<file path="src/rtl/fetch_unit_if.sv">
// Instruction-memory request/response bundle between the fetch unit (master) and imem (slave).
interface fetch_unit_if #(
    parameter int unsigned XLEN = 32
) ();
    logic            imem_req;
    logic [XLEN-1:0] imem_addr;
    logic            imem_ready;
    logic            imem_rvalid;
    logic [31:0]     imem_rdata;

    modport master (
        output imem_req,
        output imem_addr,
        input  imem_ready,
        input  imem_rvalid,
        input  imem_rdata
    );

    modport slave (
        input  imem_req,
        input  imem_addr,
        output imem_ready,
        output imem_rvalid,
        output imem_rdata
    );
endinterface

</file>
<file path="src/rtl/fetch_unit.sv">
// Instruction fetch stage: holds the PC, fetches one instruction at a time over imem,
// presents decoded fields to the controller and advances the PC on retire.
module fetch_unit #(
    parameter int unsigned     XLEN      = 32,
    parameter logic [XLEN-1:0] RESET_PC  = '0,
    parameter logic [31:0]     NOP_INSTR = 32'h0000_0013
) (
    input  logic             i_clk,
    input  logic             i_rst,
    fetch_unit_if.master     imem,
    input  logic             i_pc_sel,
    input  logic [XLEN-1:0]  i_alu_result,
    input  logic             i_instr_retire,
    output logic [XLEN-1:0]  o_pc,
    output logic [XLEN-1:0]  o_pc_plus4,
    output logic [31:0]      o_instr,
    output logic             o_instr_valid,
    output logic [6:0]       o_opcode,
    output logic [2:0]       o_funct3,
    output logic             o_funct7,
    output logic             o_misalign_err,
    output logic [31:0]      o_retired_cnt
);

    typedef enum logic [1:0] {
        StFetch,
        StWait,
        StExec,
        StError
    } state_e;

    state_e          r_state;
    state_e          w_state_next;
    logic [XLEN-1:0] r_pc;
    logic [XLEN-1:0] w_pc_next;
    logic [31:0]     r_instr;
    logic [31:0]     w_instr_next;
    logic            r_instr_valid;
    logic            w_instr_valid_next;
    logic            r_misalign_err;
    logic            w_misalign_err_next;
    logic [31:0]     r_retired_cnt;
    logic [31:0]     w_retired_cnt_next;
    logic            w_req;
    logic [XLEN-1:0] w_pc_plus4;
    logic [XLEN-1:0] w_target;

    assign w_pc_plus4 = r_pc + XLEN'(4);
    // Jump targets drop bit 0 (JALR semantics); bit 1 is what can still be misaligned.
    assign w_target   = i_pc_sel ? (i_alu_result & ~XLEN'(1)) : w_pc_plus4;

    always_ff @(posedge i_clk) begin
        if (i_rst) begin
            r_state        <= StFetch;
            r_pc           <= RESET_PC;
            r_instr        <= NOP_INSTR;
            r_instr_valid  <= 1'b0;
            r_misalign_err <= 1'b0;
            r_retired_cnt  <= '0;
        end else begin
            r_state        <= w_state_next;
            r_pc           <= w_pc_next;
            r_instr        <= w_instr_next;
            r_instr_valid  <= w_instr_valid_next;
            r_misalign_err <= w_misalign_err_next;
            r_retired_cnt  <= w_retired_cnt_next;
        end
    end

    always_comb begin
        w_state_next        = r_state;
        w_pc_next           = r_pc;
        w_instr_next        = r_instr;
        w_instr_valid_next  = r_instr_valid;
        w_misalign_err_next = r_misalign_err;
        w_retired_cnt_next  = r_retired_cnt;
        w_req               = 1'b0;

        unique case (r_state)
            StFetch: begin
                // Held low during reset so the first request appears with rst deasserted.
                w_req = ~i_rst;
                if (imem.imem_ready) begin
                    if (imem.imem_rvalid) begin
                        w_instr_next       = imem.imem_rdata;
                        w_instr_valid_next = 1'b1;
                        w_state_next       = StExec;
                    end else begin
                        w_state_next = StWait;
                    end
                end
            end
            StWait: begin
                if (imem.imem_rvalid) begin
                    w_instr_next       = imem.imem_rdata;
                    w_instr_valid_next = 1'b1;
                    w_state_next       = StExec;
                end
            end
            StExec: begin
                if (i_instr_retire) begin
                    w_instr_valid_next = 1'b0;
                    w_instr_next       = NOP_INSTR;
                    if (w_target[1]) begin
                        w_misalign_err_next = 1'b1;
                        w_state_next        = StError;
                    end else begin
                        w_pc_next          = w_target;
                        w_retired_cnt_next = r_retired_cnt + 32'd1;
                        w_state_next       = StFetch;
                    end
                end
            end
            StError: begin
                w_instr_valid_next = 1'b0;
                w_instr_next       = NOP_INSTR;
            end
            default: begin
                w_state_next = StFetch;
            end
        endcase
    end

    assign imem.imem_req  = w_req;
    assign imem.imem_addr = r_pc;

    assign o_pc           = r_pc;
    assign o_pc_plus4     = w_pc_plus4;
    assign o_instr        = r_instr;
    assign o_instr_valid  = r_instr_valid;
    assign o_opcode       = r_instr[6:0];
    assign o_funct3       = r_instr[14:12];
    assign o_funct7       = r_instr[30];
    assign o_misalign_err = r_misalign_err;
    assign o_retired_cnt  = r_retired_cnt;

endmodule

</file>
<file path="src/flat_wrapper.sv">
// flat-port wrapper written by rule: the top's interface ports become plain ports
module fetch_unit_flat 
#(
    parameter int unsigned     XLEN      = 32,
    parameter logic [XLEN-1:0] RESET_PC  = '0,
    parameter logic [31:0]     NOP_INSTR = 32'h0000_0013
)
  (i_clk, i_rst, i_pc_sel, i_alu_result, i_instr_retire, o_pc, o_pc_plus4, o_instr, o_instr_valid, o_opcode, o_funct3, o_funct7, o_misalign_err, o_retired_cnt, imem_imem_req, imem_imem_addr, imem_imem_ready, imem_imem_rvalid, imem_imem_rdata);
  fetch_unit_if #(.XLEN(XLEN)) imem_i ();
  input  logic i_clk;
  input  logic i_rst;
  input  logic i_pc_sel;
  input  logic [XLEN-1:0] i_alu_result;
  input  logic i_instr_retire;
  output logic [XLEN-1:0] o_pc;
  output logic [XLEN-1:0] o_pc_plus4;
  output logic [31:0] o_instr;
  output logic o_instr_valid;
  output logic [6:0] o_opcode;
  output logic [2:0] o_funct3;
  output logic o_funct7;
  output logic o_misalign_err;
  output logic [31:0] o_retired_cnt;
  output wire logic [$bits(imem_i.imem_req)-1:0] imem_imem_req;
  output wire logic [$bits(imem_i.imem_addr)-1:0] imem_imem_addr;
  input wire logic [$bits(imem_i.imem_ready)-1:0] imem_imem_ready;
  input wire logic [$bits(imem_i.imem_rvalid)-1:0] imem_imem_rvalid;
  input wire logic [$bits(imem_i.imem_rdata)-1:0] imem_imem_rdata;
  assign imem_imem_req = imem_i.imem_req;
  assign imem_imem_addr = imem_i.imem_addr;
  assign imem_i.imem_ready = imem_imem_ready;
  assign imem_i.imem_rvalid = imem_imem_rvalid;
  assign imem_i.imem_rdata = imem_imem_rdata;
  fetch_unit #(.XLEN(XLEN), .RESET_PC(RESET_PC), .NOP_INSTR(NOP_INSTR)) u_core (.i_clk(i_clk), .i_rst(i_rst), .imem(imem_i), .i_pc_sel(i_pc_sel), .i_alu_result(i_alu_result), .i_instr_retire(i_instr_retire), .o_pc(o_pc), .o_pc_plus4(o_pc_plus4), .o_instr(o_instr), .o_instr_valid(o_instr_valid), .o_opcode(o_opcode), .o_funct3(o_funct3), .o_funct7(o_funct7), .o_misalign_err(o_misalign_err), .o_retired_cnt(o_retired_cnt));
endmodule
</file>
<file path="config.mk">
export PLATFORM = sky130hd
export DESIGN_NAME = fetch_unit_flat
export DESIGN_NICKNAME = d
export VERILOG_FILES = /design/src/rtl/fetch_unit_if.sv /design/src/rtl/fetch_unit.sv /design/src/flat_wrapper.sv
export SDC_FILE = /design/constraint.sdc
export NUM_CORES = 1
export LEC_CHECK = 0
export CAP_MARGIN = 30
export CORE_AREA = 2 2 95 97
export CTS_CLUSTER_DIAMETER = 100
export DETAILED_ROUTE_END_ITERATION = 8
export DIE_AREA = 0 0 97 99
export DONT_BUFFER_PORTS = 1
export MAX_ROUTING_LAYER = met4
export PLACE_DENSITY = 0.78
export SLEW_MARGIN = 5
export SYNTH_ARGS = -nofsm -noshare
export SYNTH_HDL_FRONTEND = slang
export SYNTH_SLANG_ARGS = --single-unit
</file>
<file path="constraint.sdc">
create_clock -name i_clk -period 4.2 [get_ports i_clk]
set_clock_uncertainty 0.1 [all_clocks]
set_input_delay 0.84 -clock i_clk [delete_from_list [all_inputs] [get_ports i_clk]]
set_output_delay 0.84 -clock i_clk [all_outputs]
set_load 0.1 [all_outputs]
</file>
## Word level (Yosys, flattened, before mapping)

Cells that the tools add are included.

- Word-level logic and storage cells: 38
- Output and inout bits: 174
- Flip-flop bits (word level): 99
- Bits of input ports: 70

- Mux-type cells: 16
- $add $sub $neg: 2
- Equality and inequality tests: 6
- Bitwise gates (word level): 2
- Reduce and logical (&&, ||, !) cells: 6

Operators by type and width:

| cell | count |
|---|---|
| $mux 32 | 4 |
| $pmux 32 s4 | 1 |
| $add 32x1->32 const B | 1 |
| $add 32x3->32 const B | 1 |
| $mux 2 | 5 |
| $ne 2x2->1 const B | 3 |
| $pmux 2 s3 | 1 |
| $reduce_and 3->1 | 2 |
| $eq 2x2->1 const B | 2 |
| $mux 1 | 4 |
| $pmux 1 s4 | 1 |
| $reduce_and 4->1 | 1 |
| $reduce_bool 3->1 | 1 |
| $eq 2x1->1 const B | 1 |
| $logic_not 2->1 | 1 |
| $not 1->1 | 2 |
| $reduce_and 2->1 | 1 |

## Depth between registers and ports, before layout

- Depth in word-level cells: 5
- Mapped depth: 10
- Mapped depth without buffers: 7

## Worst setup path after synthesis

OpenSTA, ideal clock, no wires.

- Path type: reg2out
- From: reg u_core.r_pc[11], in the netlist u_core.imem.imem_addr[11]
- To: out o_pc_plus4[27]
- Path buffers: 3
- Stages on the path, launching flop included: 8
- Path slack: -0.510 ns
- Required time: 3.260 ns
- Arrival time: 3.770 ns
- Cells stage by stage: dfxtp_1 -> buf_4 -> and4_1 -> and4_1 -> buf_4 -> buf_2 -> nand4_1 -> xnor2_1

- Cells in the longest elaborated chain, start to end: 1

RTL lines:

| element | line | RTL |
|---|---|---|
| from (decl) | fetch_unit.sv:34 | `logic [XLEN-1:0] r_pc;` |
| from (signal assigned) | fetch_unit.sv:62 | `r_pc <= w_pc_next;` |
| $add 32x3->32 | fetch_unit.sv:48 | `assign w_pc_plus4 = r_pc + XLEN'(4);` |
| to (decl) | flat_wrapper.sv:16 | `output logic [XLEN-1:0] o_pc_plus4;` |

Every way passes these cells.

## Worst setup path after layout

- From: reg u_core.r_pc[5], in the netlist u_core.imem.imem_addr[5]
- To: out o_pc_plus4[31]

The elaborated chain is that of the path after synthesis.

==> results_dict.tcl <==
set metrics [dict create \
    status "complete, no violations" \
    final.setup.worst_slack_ps 518 \
    drc 0 \
    core_um2 8550 \
    synth_edf_count 0 \
    cts_buffers 9 \
    ff2ff_setup_slack_ps 1290 \
    crit_fanout 6 \
    hold_violations 0 \
    p_leak_nw 2.58 \
    grt_pass1_vias 4855 \
    synth_seq_cells 98 \
    overflow 0 \
    diodes 0 \
    start_kind "flop" \
    place_worst_setup_slack_ps 939 \
    dp_cells 779 \
    synthTopCellsByCount "dfxtp_1, nor2_1, nand2_1, buf_4, a22oi_1" \
    cts_hold_buf 0 \
    ys_warn_count 0 \
    hold_path_class "reg2reg" \
    grt_pass1_wl_mm 23.4 \
    synth_flop_cell "dfxtp_1" \
    seq_area_frac_synth_pct 36.1 \
    num_vias 5004 \
    synth_area_leader_cell "dfxtp_1" \
    fmaxAchievable_mhz 272 \
    via_per_inst 6.23 \
    arrival_ps 2740 \
    track_usage_pct 30.3 \
    grt_max_degree 96 \
    cts_max_level 3 \
    end_kind "primary output" \
    rows 34 \
    place.gp.congestion 0.956 \
    maxCapViolations 0 \
    die_area_um2 9600 \
    post-cts-setup-buffers 0 \
    numClockSinks 98 \
    finalCritPeriodShare_pct 87.7 \
    fill_cells 662 \
    start_util_pct 63.6 \
    clockBufferDepth 2 \
    die_y_um 99 \
    syn_avg_cell_area_um2 8.13 \
    wl_per_cell_um 18.5 \
    p_per_area_nw_per_um2 521 \
    setup_viol 0 \
    area.growth.synth_to_final_pct 16.6 \
    ant_nets 0 \
    place_area_um2 6020 \
    firstDrtPassIters 5 \
    rsz0062_at_grt "false" \
    synth_cell_type_count 55 \
    period_needed_ps 3680 \
    nets 768 \
    postLayoutCellArea_um2 6340 \
    ctsResizeCount 0 \
    power.total_w 0.00330 \
    drtIter0Drc 250 \
    clk_pin_slew_worst_paths_ps 100 \
    synth.area.top_cells "dfxtp_1, buf_4, nor2_1" \
    yosysTopAreaCellShare_pct 36.1 \
    io_pins 244 \
    cts-root-buf "clkbuf_8" \
    slew_violations 0 \
    whs_ps 418 \
    slew_headroom_pct 31.4 \
    io_buffer_count 0 \
    insertion_delay_ps 360 \
    antenna_found_initial 0 \
    layout.cells.non_filler 803 \
    async_flop_share_pct 0 \
    die_w_um 97 \
    synth_most_common_cell "dfxtp_1" \
    irDropWorstVdd_uv 506 \
    hpwl_mm 10.6 \
    syn_inst 669 \
    worst_pin_slew_ps 1030 \
    cp.required_ps 3260 \
    cts_tree "built" \
    synthesis.area_um2 5440 \
    critical_path_class "reg2out" \
    drive_gt1_share_pct 27.6 \
    drt_wl_total_mm 14.8 \
]
## registers in the layout (all words and copies together) (netlist names)
signal                 flops
u_core.o_instr            32
u_core.r_state             2
u_core.o_instr_valid       1
u_core.o_misalign_err      1
u_core.imem.imem_addr     30
u_core.o_retired_cnt      32
## metrics by stage
step	TNS (ps)	utilization (%)
after global placement	0	69.8
after floorplan	-289	-
after global routing	0	74.2
after CTS	0	72.7
after detailed placement	0	70.4
final	0	74.2
## cell families after synthesis
kind of cell / share of synthesized area, %
buffers and inverters: 11.4
adders and majority gates: 1.84
AOI/OAI and AO/OA: 16.7
other: 0.0690
xor gates and xnor gates: 8.70
muxes: 0.737
and+or+nand+nor: 24.5
DFF: 36.1
## path summary, 6_finish.rpt
check                       startpoint                         to  cells after the start
max reg2reg          u_core.r_state[0]         u_core.o_instr[30]                      6
min reg2reg  u_core.imem.imem_addr[14]  u_core.imem.imem_addr[14]                      2
min          u_core.imem.imem_addr[14]  u_core.imem.imem_addr[14]                      2
max           u_core.imem.imem_addr[5]             o_pc_plus4[31]                      7
## per-layer routing
layer	track usage (%)	wire, um	share of wire [%]	vias up
li1	-	-	-	2355
met1	32.4	5440	37	2410
met2	53.7	7860	53	212
met3	7.73	1160	7.8	27
met4	12.5	376	2.5	0
met5	-	0	0	-
## cells in the final DEF, fill, tap and decap left out, drive strengths merged, types with 6 or more instances in the layout
| cell | instances |
|---|---|
| a21oi | 22 |
| a22oi | 36 |
| a31oi | 12 |
| and2 | 8 |
| and3 | 13 |
| and4 | 12 |
| buf | 98 |
| clkbuf | 13 |
| conb | 6 |
| dfxtp | 98 |
| ha | 8 |
| inv | 17 |
| nand2 | 53 |
| nand3 | 26 |
| nand4 | 36 |
| nor2 | 86 |
| nor3 | 8 |
| o21ai | 15 |
| o31ai | 8 |
| xnor2 | 21 |
| xor2 | 33 |
## layout make-up
cell class	count	area, um2	area share (%)
sequential	98	2010	31.7
timing repair buffer	101	851	13.4
tap	108	135	2.13
clock buffer	10	138	2.17
clock inverter	6	56.3	0.888
multi-input combinational	466	3100	48.8
inverter	14	52.6	0.829
## worst max-delay path: stages (launching register included)
cell,delay (ps)
dfxtp_2,340
buf_4,310
nand4_1,290
nor4_2,500
and4_1,410
nand4_1,140
nand2_1,110
buf_4,290
## power breakdown
part / leakage (nW) / internal, W / switching [W]
Clock: 0.0973 / 0.000246 / 0.000353
Sequential: 0.812 / 0.00103 / 0.000639
Combinational: 1.68 / 0.000247 / 0.000792
Total: 2.58 / 0.00152 / 0.00178
Note: power is estimated with default switching activity, not from simulation.
